**config.mk**
```make
export PLATFORM = sky130hd
export DESIGN_NAME = cmp_nibble_driver
export DESIGN_NICKNAME = d
export VERILOG_FILES = /design/src/rtl/cmp_drv_pkg.sv /design/src/rtl/cmp_nibble_driver_timer.sv /design/src/rtl/cmp_nibble_driver.sv
export SDC_FILE = /design/constraint.sdc
export NUM_CORES = 1
export LEC_CHECK = 0
export ABC_AREA = 1
export CAP_MARGIN = 20
export CELL_PAD_IN_SITES_DETAIL_PLACEMENT = 0
export CELL_PAD_IN_SITES_GLOBAL_PLACEMENT = 1
export CORE_ASPECT_RATIO = 0.6
export CORE_MARGIN = 1
export CORE_UTILIZATION = 35
export CTS_BUF_LIST = sky130_fd_sc_hd__clkbuf_8
export DETAILED_ROUTE_END_ITERATION = 8
export MAX_ROUTING_LAYER = met4
export PLACE_DENSITY_LB_ADDON = 0.05
export SLEW_MARGIN = 20
export SYNTH_ARGS = -nofsm -noshare
export SYNTH_HDL_FRONTEND = slang
export SYNTH_SLANG_ARGS = --single-unit
```
**constraint.sdc**
```tcl
create_clock -name clk -period 1.8 [get_ports clk]
set_clock_uncertainty 0.05 [all_clocks]
set_input_delay 0.36 -clock clk [delete_from_list [all_inputs] [get_ports clk]]
set_output_delay 0.36 -clock clk [all_outputs]
set_load 0.02 [all_outputs]
```
**src/rtl/cmp_drv_pkg.sv**
```systemverilog
// Shared types and constants for the comparator nibble driver: FSM states,
// nibble indices, timer width and the nibble select helper.
package cmp_drv_pkg;

  localparam int TMR_W = 8;

  typedef enum logic [2:0] {
    S_IDLE,
    S_SETUP,
    S_PULSE,
    S_GAP,
    S_SETTLE,
    S_CAPTURE
  } state_t;

  localparam logic [1:0] NIB_A_LO = 2'd0;
  localparam logic [1:0] NIB_A_HI = 2'd1;
  localparam logic [1:0] NIB_B_LO = 2'd2;
  localparam logic [1:0] NIB_B_HI = 2'd3;

  // Fixed load order: A low, A high, B low, B high.
  function automatic logic [3:0] nibble_sel(input logic [1:0] idx,
                                            input logic [7:0] op_a,
                                            input logic [7:0] op_b);
    case (idx)
      NIB_A_LO: return op_a[3:0];
      NIB_A_HI: return op_a[7:4];
      NIB_B_LO: return op_b[3:0];
      default:  return op_b[7:4];
    endcase
  endfunction

endpackage

```
**src/rtl/cmp_nibble_driver_timer.sv**
```systemverilog
// phase_timer: loadable down-counter that flags expiry when it reaches zero.
// Loading N-1 on state entry keeps the owning state active for exactly N cycles.
module phase_timer
  import cmp_drv_pkg::*;
(
  input  logic             clk,
  input  logic             reset,
  input  logic             load,
  input  logic [TMR_W-1:0] value,
  output logic             expire
);

  logic [TMR_W-1:0] count;

  // NOTE: sequential state uses non-blocking (<=) so every register samples
  // pre-edge values; blocking here would create order-dependent races.
  always_ff @(posedge clk) begin
    if (reset)
      count <= '0;
    else if (load)
      count <= value;
    else if (count != '0)
      count <= count - 1'b1;
  end

  assign expire = (count == '0);

endmodule

```
**src/rtl/cmp_nibble_driver.sv**
```systemverilog
// Host-side sequencer that loads two operands into the eight_bit_comp as four
// strobed nibbles and captures its LEDs. Optional: CMP_DRV_CHECK_EN adds `mismatch`.
module cmp_nibble_driver
  import cmp_drv_pkg::*;
#(
  parameter int SETUP_CYC  = 2,
  parameter int PULSE_CYC  = 4,
  parameter int GAP_CYC    = 2,
  parameter int SETTLE_CYC = 2
) (
  input  logic       clk,
  input  logic       reset,
  input  logic       start,
  input  logic [7:0] a,
  input  logic [7:0] b,
  output logic [3:0] y,
  output logic       pb1,
  output logic       pb2,
  output logic       pb3,
  output logic       pb4,
  input  logic       l0,
  input  logic       l1,
  input  logic       l2,
  output logic       busy,
  output logic       done,
`ifdef CMP_DRV_CHECK_EN
  output logic       mismatch,
`endif
  output logic [2:0] result
);

  localparam logic [TMR_W-1:0] SETUP_LD  = TMR_W'(SETUP_CYC - 1);
  localparam logic [TMR_W-1:0] PULSE_LD  = TMR_W'(PULSE_CYC - 1);
  localparam logic [TMR_W-1:0] GAP_LD    = TMR_W'(GAP_CYC - 1);
  localparam logic [TMR_W-1:0] SETTLE_LD = TMR_W'(SETTLE_CYC - 1);

  state_t           state, state_next;
  logic [1:0]       nib, nib_next;
  logic [7:0]       op_a, op_b, op_a_next, op_b_next;
  logic             tmr_load, expire;
  logic [TMR_W-1:0] tmr_value;
  logic [3:0]       pb, pb_next, y_next;

  phase_timer u_timer (
    .clk    (clk),
    .reset  (reset),
    .load   (tmr_load),
    .value  (tmr_value),
    .expire (expire)
  );

  // NOTE: every signal written here gets a default first, so no path through
  // the case leaves one unassigned and no latch is inferred.
  always_comb begin
    state_next = state;
    nib_next   = nib;
    op_a_next  = op_a;
    op_b_next  = op_b;
    tmr_load   = 1'b0;
    tmr_value  = '0;
    case (state)
      S_IDLE: if (start) begin
        state_next = S_SETUP;
        nib_next   = NIB_A_LO;
        op_a_next  = a;
        op_b_next  = b;
        tmr_load   = 1'b1;
        tmr_value  = SETUP_LD;
      end
      S_SETUP: if (expire) begin
        state_next = S_PULSE;
        tmr_load   = 1'b1;
        tmr_value  = PULSE_LD;
      end
      S_PULSE: if (expire) begin
        state_next = S_GAP;
        tmr_load   = 1'b1;
        tmr_value  = GAP_LD;
      end
      S_GAP: if (expire) begin
        tmr_load = 1'b1;
        if (nib == NIB_B_HI) begin
          state_next = S_SETTLE;
          tmr_value  = SETTLE_LD;
        end else begin
          state_next = S_SETUP;
          nib_next   = nib + 1'b1;
          tmr_value  = SETUP_LD;
        end
      end
      S_SETTLE: if (expire) state_next = S_CAPTURE;
      S_CAPTURE: state_next = S_IDLE;
      default:   state_next = S_IDLE;
    endcase
  end

  // Outputs are registered from next-state values so they align with the state.
  always_comb begin
    pb_next = '0;
    y_next  = '0;
    if (state_next == S_SETUP || state_next == S_PULSE || state_next == S_GAP)
      y_next = nibble_sel(nib_next, op_a_next, op_b_next);
    if (state_next == S_PULSE)
      pb_next = 4'b0001 << nib_next;
  end

  always_ff @(posedge clk) begin
    if (reset) begin
      state  <= S_IDLE;
      nib    <= NIB_A_LO;
      op_a   <= '0;
      op_b   <= '0;
      y      <= '0;
      pb     <= '0;
      busy   <= 1'b0;
      done   <= 1'b0;
      result <= '0;
    end else begin
      state <= state_next;
      nib   <= nib_next;
      op_a  <= op_a_next;
      op_b  <= op_b_next;
      y     <= y_next;
      pb    <= pb_next;
      busy  <= (state_next != S_IDLE);
      done  <= (state == S_CAPTURE);
      if (state == S_CAPTURE)
        result <= {l2, l1, l0};
    end
  end

  assign pb1 = pb[0];
  assign pb2 = pb[1];
  assign pb3 = pb[2];
  assign pb4 = pb[3];

`ifdef CMP_DRV_CHECK_EN
  // Expected LED pattern is one-hot {A<B, A==B, A>B}; any disagreement is sticky.
  always_ff @(posedge clk) begin
    if (reset)
      mismatch <= 1'b0;
    else if (state == S_CAPTURE &&
             {op_a < op_b, op_a == op_b, op_a > op_b} != {l2, l1, l0})
      mismatch <= 1'b1;
  end
`endif

endmodule

```
Yosys cells after proc, flatten, opt, wreduce, memory -nomap -nowiden
Index checks and enable logic that the tools add are counted.

storage, ports and cells
  bits in registers = 42
  input port bits = 22
  output and inout port bits = 13
  logic and storage cells = 63

operators by class
  add/sub/neg operators = 2
  equality and inequality tests = 11
  shifts and indexed selects = 1
  muxes and demuxes = 25
  bitwise gates (word level) = 2
  reduce and logical (&&, ||, !) cells = 12

operators with widths
  cell                   count
  $mux W8                6
  $mux W3                6
  $pmux W3 S5            1
  $eq A3 B2 Y1 const B   4
  $pmux W4 S3            1
  $logic_not A8 Y1       1
  $mux W2                4
  $reduce_bool A8 Y1     1
  $sub A8 B1 Y8 const B  1
  $eq A3 B1 Y1 const B   2
  $eq A3 B3 Y1 const B   2
  $pmux W2 S3            1
  $reduce_or A2 Y1       3
  $eq A2 B2 Y1 const B   2
  $mux W1                4
  $pmux W2 S2            1
  $shl A1 B2 Y4 const A  1
  $logic_not A3 Y1       1
  $reduce_bool A3 Y1     1
  $reduce_or A3 Y1       1
  $add A2 B1 Y2 const B  1
  $eq A2 B1 Y1 const B   1
  $logic_not A2 Y1       1
  $logic_or A1 B1 Y1     2
  3 further kinds        4

Longest topological paths before layout
Gate-level depths: netlist of run 1.

  word-level depth = 9
  depth in mapped cells = 12
  mapped depth without buffers = 12

Modules after synthesis
A second synthesis of run 1 with hierarchy kept.

unflattened totals
  cell total of the unflattened synthesis = 315
  area, all modules = 2153.3 µm²

by module, submodules not included
  module             instances  cells an instance  area each (µm²)  seq. area each (µm²)
  cmp_nibble_driver  1          245                1680.4           680.7
  phase_timer        1          70                 473.0            160.2

Least setup slack after synthesis of run 1
Ideal clock, no wire load.

  path type = reg2reg
  from = reg u_timer.count[0]
  to = reg busy
  setup time = 0.120 ns
  arrival time = 1.489 ns
  required time = 1.630 ns
  slack = 0.141 ns
  stages on the path, launching flop included = 11
  buffers on the path = 0
  clock period less this slack = 1.659 ns
  cells stage by stage = dfxtp_1 > inv_1 > ha_1 > nand2_1 > nor2_8 > inv_4 > a21oi_2 > nand3_1 > nand2_1 > nand2_1 > or2_1

between the ends
  word-level cells in the longest chain between the ends = 4
  elaborated cells between the ends (all ways) = 7
  classes of those cells = mux: 5; reduce/logical: 2

ends and longest elaborated chain
  what                        line                           RTL
  start, declared             cmp_nibble_driver_timer.sv:13  logic [TMR_W-1:0] count;
  start signal, assigned      cmp_nibble_driver_timer.sv:21  count <= value;
  start signal, assigned      cmp_nibble_driver_timer.sv:23  count <= count - 1'b1;
  $logic_not A8 Y1 (*)        cmp_nibble_driver_timer.sv:26  assign expire = (count == '0);
  $mux W3 (on tied branches)  n/a
  $pmux W3 S5 (*)             cmp_nibble_driver.sv:61        case (state)
  $reduce_bool A3 Y1 (*)      cmp_nibble_driver.sv:125       busy <= (state_next != S_IDLE);
  end signal, assigned        cmp_nibble_driver.sv:125
  end, declared               cmp_nibble_driver.sv:24        output logic busy,

Mark *: on every way between the ends. The rest lies on a longest branch, timed or not.
A chain may end at the register's enable or synchronous reset.

Final worst setup path of run 1
  from = reg u_timer.count[6]
  to = reg busy

The elaborated chain is that of the path after synthesis.

==> results of run 1 <==
## power by group through the flow
stage                     clock (mW)  combinational [mW]  sequential [mW]
after floorplan                    0                1.13             1.27
after global placement             0                1.90             1.24
after detailed placement           0                1.89             1.23
after CTS                      0.644                1.93             1.22
after global routing           0.685                2.34             1.25
final                          0.628                2.11             1.23
## worst max-delay path, stage by stage, from the launching register on
cell and delay [ns]:
dfxtp_1 0.33, nor2_1 0.20, nand2_4 0.09, nor2_8 0.18, buf_12 0.13, inv_4 0.04
a21oi_2 0.14, nand3_2 0.09, nand2_2 0.09, nand2_2 0.07, or2_1 0.21
## cell usage in the layout (no fill, tap or decap), types with 5 or more instances in the layout
cell / instances
a21oi_1: 17
dfxtp_1: 40
nand2_1: 53
buf_4: 32
nor2_1: 36
clkdlybuf4s50_1: 34
nand3_1: 21
clkbuf_8: 6
inv_1: 24
inv_2: 5
nand2_2: 11
o21ai_0: 5
## sequential cells by signal (all words and copies together) (netlist names)
signal         flops
result             3
u_timer.count      8
done               1
op_b               8
pb                 4
y                  4
state              3
op_a               8
nib                2
busy               1
## cell families after synthesis
| family | synth area share, % |
|---|---|
| compound gates | 10.5 |
| xor+xnor | 0.456 |
| fa+ha+maj | 0.651 |
| buf+inv | 8.14 |
| flops | 43.8 |
| mux | 2.08 |
| simple gates | 34.4 |
## final timing paths
| kind | from | endpoint | slack (ns) | depth (start not counted) |
|---|---|---|---|---|
| setup reg to reg | u_timer.count[6] | busy | 0.07 | 10 |
| hold / removal | result[2] | result[2] | 0.40 | 2 |
| hold reg to reg | result[2] | result[2] | 0.40 | 2 |
| setup / recovery | u_timer.count[6] | busy | 0.07 | 10 |
## per-stage QoR
stage | util, % | TNS, ns
6_report | 54.0 | 0
5_1_grt | 54.0 | -0.0831
4_1_cts | 51.7 | 0
3_5_place_dp | 49.6 | -2.55
3_3_place_gp | 49.6 | -3.05
2_1_floorplan | - | 0
## metal layers
| layer | wire length [um] | global-route usage (%) | part of all wire, % | vias up |
|---|---|---|---|---|
| met2 | 1830 | 22.8 | 38 | 39 |
| met5 | 0 | - | 0 | - |
| met4 | 44 | 5.41 | 0.90 | 0 |
| li1 | - | - | - | 975 |
| met3 | 239 | 4.48 | 4.9 | 5 |
| met1 | 2740 | 27.2 | 56 | 782 |
## cell type report
type	count	area share, %
multi-input combinational	184	35.5
clock buffer	6	2.95
inverter	31	4.47
tap	66	2.95
clock inverter	2	0.313
timing repair buffer	71	23.7
sequential	42	30.1
## what timing repair did
item	in CTS	in global routing
gates resized for setup	4	22
pin swaps	1	7
endpoints found under the setup margin	9	11
setup buffers	1	4
==> out/qor.yml, run 1 <==
cts.clk_slew.worst_paths_ns: 0.08
layout_min_cycle_time_ns: 1.73
finalNonFillerCells: 402
hold_slack_ns: 0.396
cp_data_required_time_ns: 1.94
powerDensity_nw_per_um2: 1420
synth_commonest_cells: "61 x nand2_1, 42 x dfxtp_1, 36 x nor2_1"
path_max_fanout: 5
setup_viol: 0
yosysMostFrequentCell: "nand2_1"
end_kind: "flip-flop"
dp_hpwl_um: 3480
register_area_um2: 843
maxCapViolCount: 0
maxSlewViolCount: 0
antenna_found_initial: 0
dpl_cell_area_um2: 2570
synth-seq-area-share_pct: 43.8
die_area_um2: 5800
hold_class: "flip-flop to flip-flop"
clk_path_buf_depth: 2
io-pin-count: 35
relSlewSlack_pct: 79.4
start_util_pct: 37.1
diodes: 0
p_leak_nw: 1.25
grt_pass1_vias: 1559
worstPathArrival_ns: 1.86
wirelength_um: 4860
worstMarginPinSlew_ns: 0.308
synth-main-ff-cell: "dfxtp_1"
grt_pass1_wl_um: 7730
place_congestion: 0.824
synth_top_area_share_pct: 43.8
hold_buffers: 0
hold_violations: 0
crit_type: "flip-flop to flip-flop"
num_vias: 1801
ant_nets: 0
fmax_ghz: 0.579
core-area_um2: 5180
layout_setup_ws_ns: 0.0734
vias_per_cell: 4.48
synth_edf_count: 0
syn_inst: 262
grt_overflow: 0
track_usage_pct: 18.1
port_buffers: 34
drive_gt1_share_pct: 25.9
p_comb_share_pct: 53.2
internal_power_mw: 2.42
cts_tree: "done"
dp.cells: 389
yosys.cell_types.count: 31
multi_input_area_um2: 993
drc: 2
power_mw: 3.97
sw_frac_of_total_pct: 39.1
syn2layout_area_growth_pct: 45.7
fin_nets: 358
rows: 20
status: "finished, violations left"
period_share_pct: 95.9
h-tree-depth: 2
insertion_delay_ns: 0.29
ys_async_sr_fraction_pct: 0
n_fill_cell: 503
fp.dieW_um: 97.6
syn_area_um2: 1920
drtIter0Drc: 95
synth_nets: 285
cts_buffers: 5
die_y_um: 59.4
seq_power_share_pct: 31.0
synth_area_leader_cell: "dfxtp_1"
synth.area.top_cells: "dfxtp_1 44%, nand2_1 12%, nor2_1 7.0%"
dr.pass1.iters: 6
start_kind: "flip-flop"
finalInstanceArea_um2: 2800
cts_root_buf: "clkbuf_8"
ys_ff_latch: 42
violations: "DRC"
clock_sinks: 42
grt_max_degree: 23
ir_drop_v: 0.000533
yosys_warnings: 0
dpl_worst_slack_ns: -0.252
clkPwrFrac_pct: 15.8
switchingPower_mw: 1.55
routedWlPerCell_um: 12.1
syn-mean-instance-area_um2: 7.33
No activity file was read; power rests on OpenSTA's default activity.
==> run 2, diff against run 1 <==
--- a/config.mk
+++ b/config.mk
@@ -11,9 +11,10 @@
 export CELL_PAD_IN_SITES_GLOBAL_PLACEMENT = 1
 export CORE_ASPECT_RATIO = 0.6
 export CORE_MARGIN = 1
-export CORE_UTILIZATION = 35
+export CORE_UTILIZATION = 42
 export CTS_BUF_LIST = sky130_fd_sc_hd__clkbuf_8
 export DETAILED_ROUTE_END_ITERATION = 8
+export DONT_BUFFER_PORTS = 1
 export MAX_ROUTING_LAYER = met4
 export PLACE_DENSITY_LB_ADDON = 0.05
 export SLEW_MARGIN = 20
==> run 2 against run 1 <==
  * Sequential share of layout area rose by 6.2 points
  * Clock power is 3% higher
  * Sequential power up 4%
  * Setup slack gained 0.019 ns
  * The flow now finishes without violations
  * Clock-buffer cell count unchanged
  * Core utilization rose by 0.93 points
  * Combinational power down 13%
  * Critical path type unchanged
  * Global-route usage is 2.5 points higher
  * First-iteration DRC count decreased by 4.2%
==> out/qor.yml, run 2 (same netlist as run 1, synthesis figures left out) <==
maxSlewViolCount: 0
clock_sinks: 42
insertion_delay_ns: 0.30
worstPathArrival_ns: 1.85
core-area_um2: 4230
p_leak_nw: 1.04
r2r_cells: 11
io-pin-count: 35
status: "completed"
hp-start: "reset"
ir_drop_v: 0.000590
rows: 18
layout_min_cycle_time_ns: 1.71
drc: 0
hold_slack_ns: 0.0711
clk_path_buf_depth: 2
place_congestion: 0.817
start_kind: "flip-flop"
ff2ff_setup_slack_ns: 0.09
hold-path-cell-count: 1
die_area_um2: 4860
worstMarginPinSlew_ns: 0.214
reg2reg_to: "y[2]"
hold_class: "input port to flip-flop"
hold_violations: 0
setup_viol: 0
h-tree-depth: 2
path_delay_family: "simple AND/OR/NAND/NOR gates"
seq_power_share_pct: 34.2
switchingPower_mw: 1.56
num_vias: 1680
cts_tree: "done"
drtIter0Drc: 91
grt_pass1_vias: 1443
p_comb_share_pct: 48.6
syn2layout_area_growth_pct: 21.2
start_util_pct: 45.4
period_share_pct: 94.8
path_cells: "nor2_4 > nand2_2 > nor2_4 > buf_12 > buf_4 > or2_2 > o21a_1 > nand3_1 > nand2_1 > nor2_1 > nor2_1"
cts_buffers: 5
path_max_fanout: 6
cp_num_buf_inv: 2
ant_nets: 0
cts_root_buf: "clkbuf_8"
end_kind: "flip-flop"
cp_data_required_time_ns: 1.95
diodes: 0
drive_gt1_share_pct: 26.0
layout_common_cells: "55 x nand2_1, 39 x dfxtp_1, 34 x nor2_1"
fin_nets: 311
cts.clk_slew.worst_paths_ns: 0.08
dpl_worst_slack_ns: -0.0213
vias_per_cell: 4.81
powerDensity_nw_per_um2: 1610
crit_type: "flip-flop to flip-flop"
final_common_cell: "nand2_1"
internal_power_mw: 2.20
clkPwrFrac_pct: 17.2
hold_end: "done"
slowest_delay_ns: 0.37
grt_max_degree: 24
r2r_start: "state[1]"
slowest_stage: "dfxtp_2"
track_usage_pct: 20.6
antenna_found_initial: 0
maxCapViolCount: 0
sw_frac_of_total_pct: 41.5
routedWlPerCell_um: 12.9
n_fill_cell: 433
fmax_ghz: 0.586
die_y_um: 54.4
dr.pass1.iters: 4
dp_hpwl_um: 3270
port_buffers: 0
timing.setup.tns_ns: 0
grt_pass1_wl_um: 6980
wirelength_um: 4520
relSlewSlack_pct: 85.3
top_regs: "op_a: 8 flops, op_b: 8 flops, u_timer.count: 8 flops"
grt_overflow: 0
fp.dieW_um: 89.3
layout_setup_ws_ns: 0.0927
## run 2: cell count changes in the layout (fill, tap and decap cells not counted), moves of 2 or more
cell / change
nor2_1: -2
clkinvlp_4: +2
nand2_1: +2
buf_12: -2
buf_4: -12
nor2_2: +2
clkdlybuf4s50_1: -34
nand2_2: -2
## run 2: area by class of cell
type                       instances  area [um^2]  area share, %
multi-input combinational        185         1000           43.0
sequential                        42          845           36.3
timing repair buffer              22          181           7.80
inverter                          31          123           5.27
clock buffer                       6         82.6           3.55
tap                               60         75.1           3.23
clock inverter                     2         12.5          0.538
timing repair inverter             1         7.51          0.323
## run 2: how the worst max path moves through the flow
stage	from	to	slack [ns]	cells after the start
after floorplan	u_timer.count[0]	busy	0.14	10
after global placement	u_timer.count[0]	busy	-0.005	10
after detailed placement	u_timer.count[0]	y[3]	-0.02	11
after CTS	state[2]	y[2]	0.02	9
after global routing	state[1]	y[2]	-0.01	11
final	state[1]	y[2]	0.09	11
## run 2: worst register-to-register path: stages (launching register included)
cell,delay (ns)
dfxtp_2,0.37
nor2_4,0.05
nand2_2,0.09
nor2_4,0.06
buf_12,0.13
buf_4,0.15
or2_2,0.27
o21a_1,0.14
nand3_1,0.08
nand2_1,0.06
nor2_1,0.11
nor2_1,0.05
## run 2: per-stage QoR
step	power (mW)	cell area (um^2)	utilization (%)	cells
3_5_place_dp	2.82	2080	49.1	333
4_1_cts	3.54	2190	51.7	342
6_report	3.76	2330	55.0	349
3_3_place_gp	2.84	2080	49.1	333
2_1_floorplan	2.40	1920	-	262
5_1_grt	4.05	2330	55.0	349
## run 2: power by group through the flow
stage | Clock, mW | Sequential (mW) | Combinational [mW]
after floorplan | 0 | 1.27 | 1.13
after global placement | 0 | 1.28 | 1.55
after detailed placement | 0 | 1.28 | 1.54
after CTS | 0.661 | 1.26 | 1.62
after global routing | 0.697 | 1.31 | 2.05
final | 0.646 | 1.28 | 1.83
## run 2: timing repair
item | 4_1_cts | 5_1_grt
hold buffers | 0 | 0
setup buffers | 0 | 6
endpoints found under the setup margin | 3 | 11
hold endpoints to repair | 0 | 0
gates resized for setup | 1 | 24
pin swaps | 1 | 9
gates cloned | 1 | 1
## run 2: per-layer routing
layer	global-route usage, %	vias up	part of all wire [%]
li1	-	890	-
met1	32.3	746	58
met2	24.0	37	35
met3	5.43	7	5.5
met4	6.35	0	1.0
met5	-	-	0
==> run 3, diff against run 2 <==
--- a/config.mk
+++ b/config.mk
@@ -17,7 +17,6 @@
 export DONT_BUFFER_PORTS = 1
 export MAX_ROUTING_LAYER = met4
 export PLACE_DENSITY_LB_ADDON = 0.05
-export SLEW_MARGIN = 20
 export SYNTH_ARGS = -nofsm -noshare
 export SYNTH_HDL_FRONTEND = slang
 export SYNTH_SLANG_ARGS = --single-unit
==> results of run 3 <==
Final layout, timing and power as in run 2 (identical DEF).
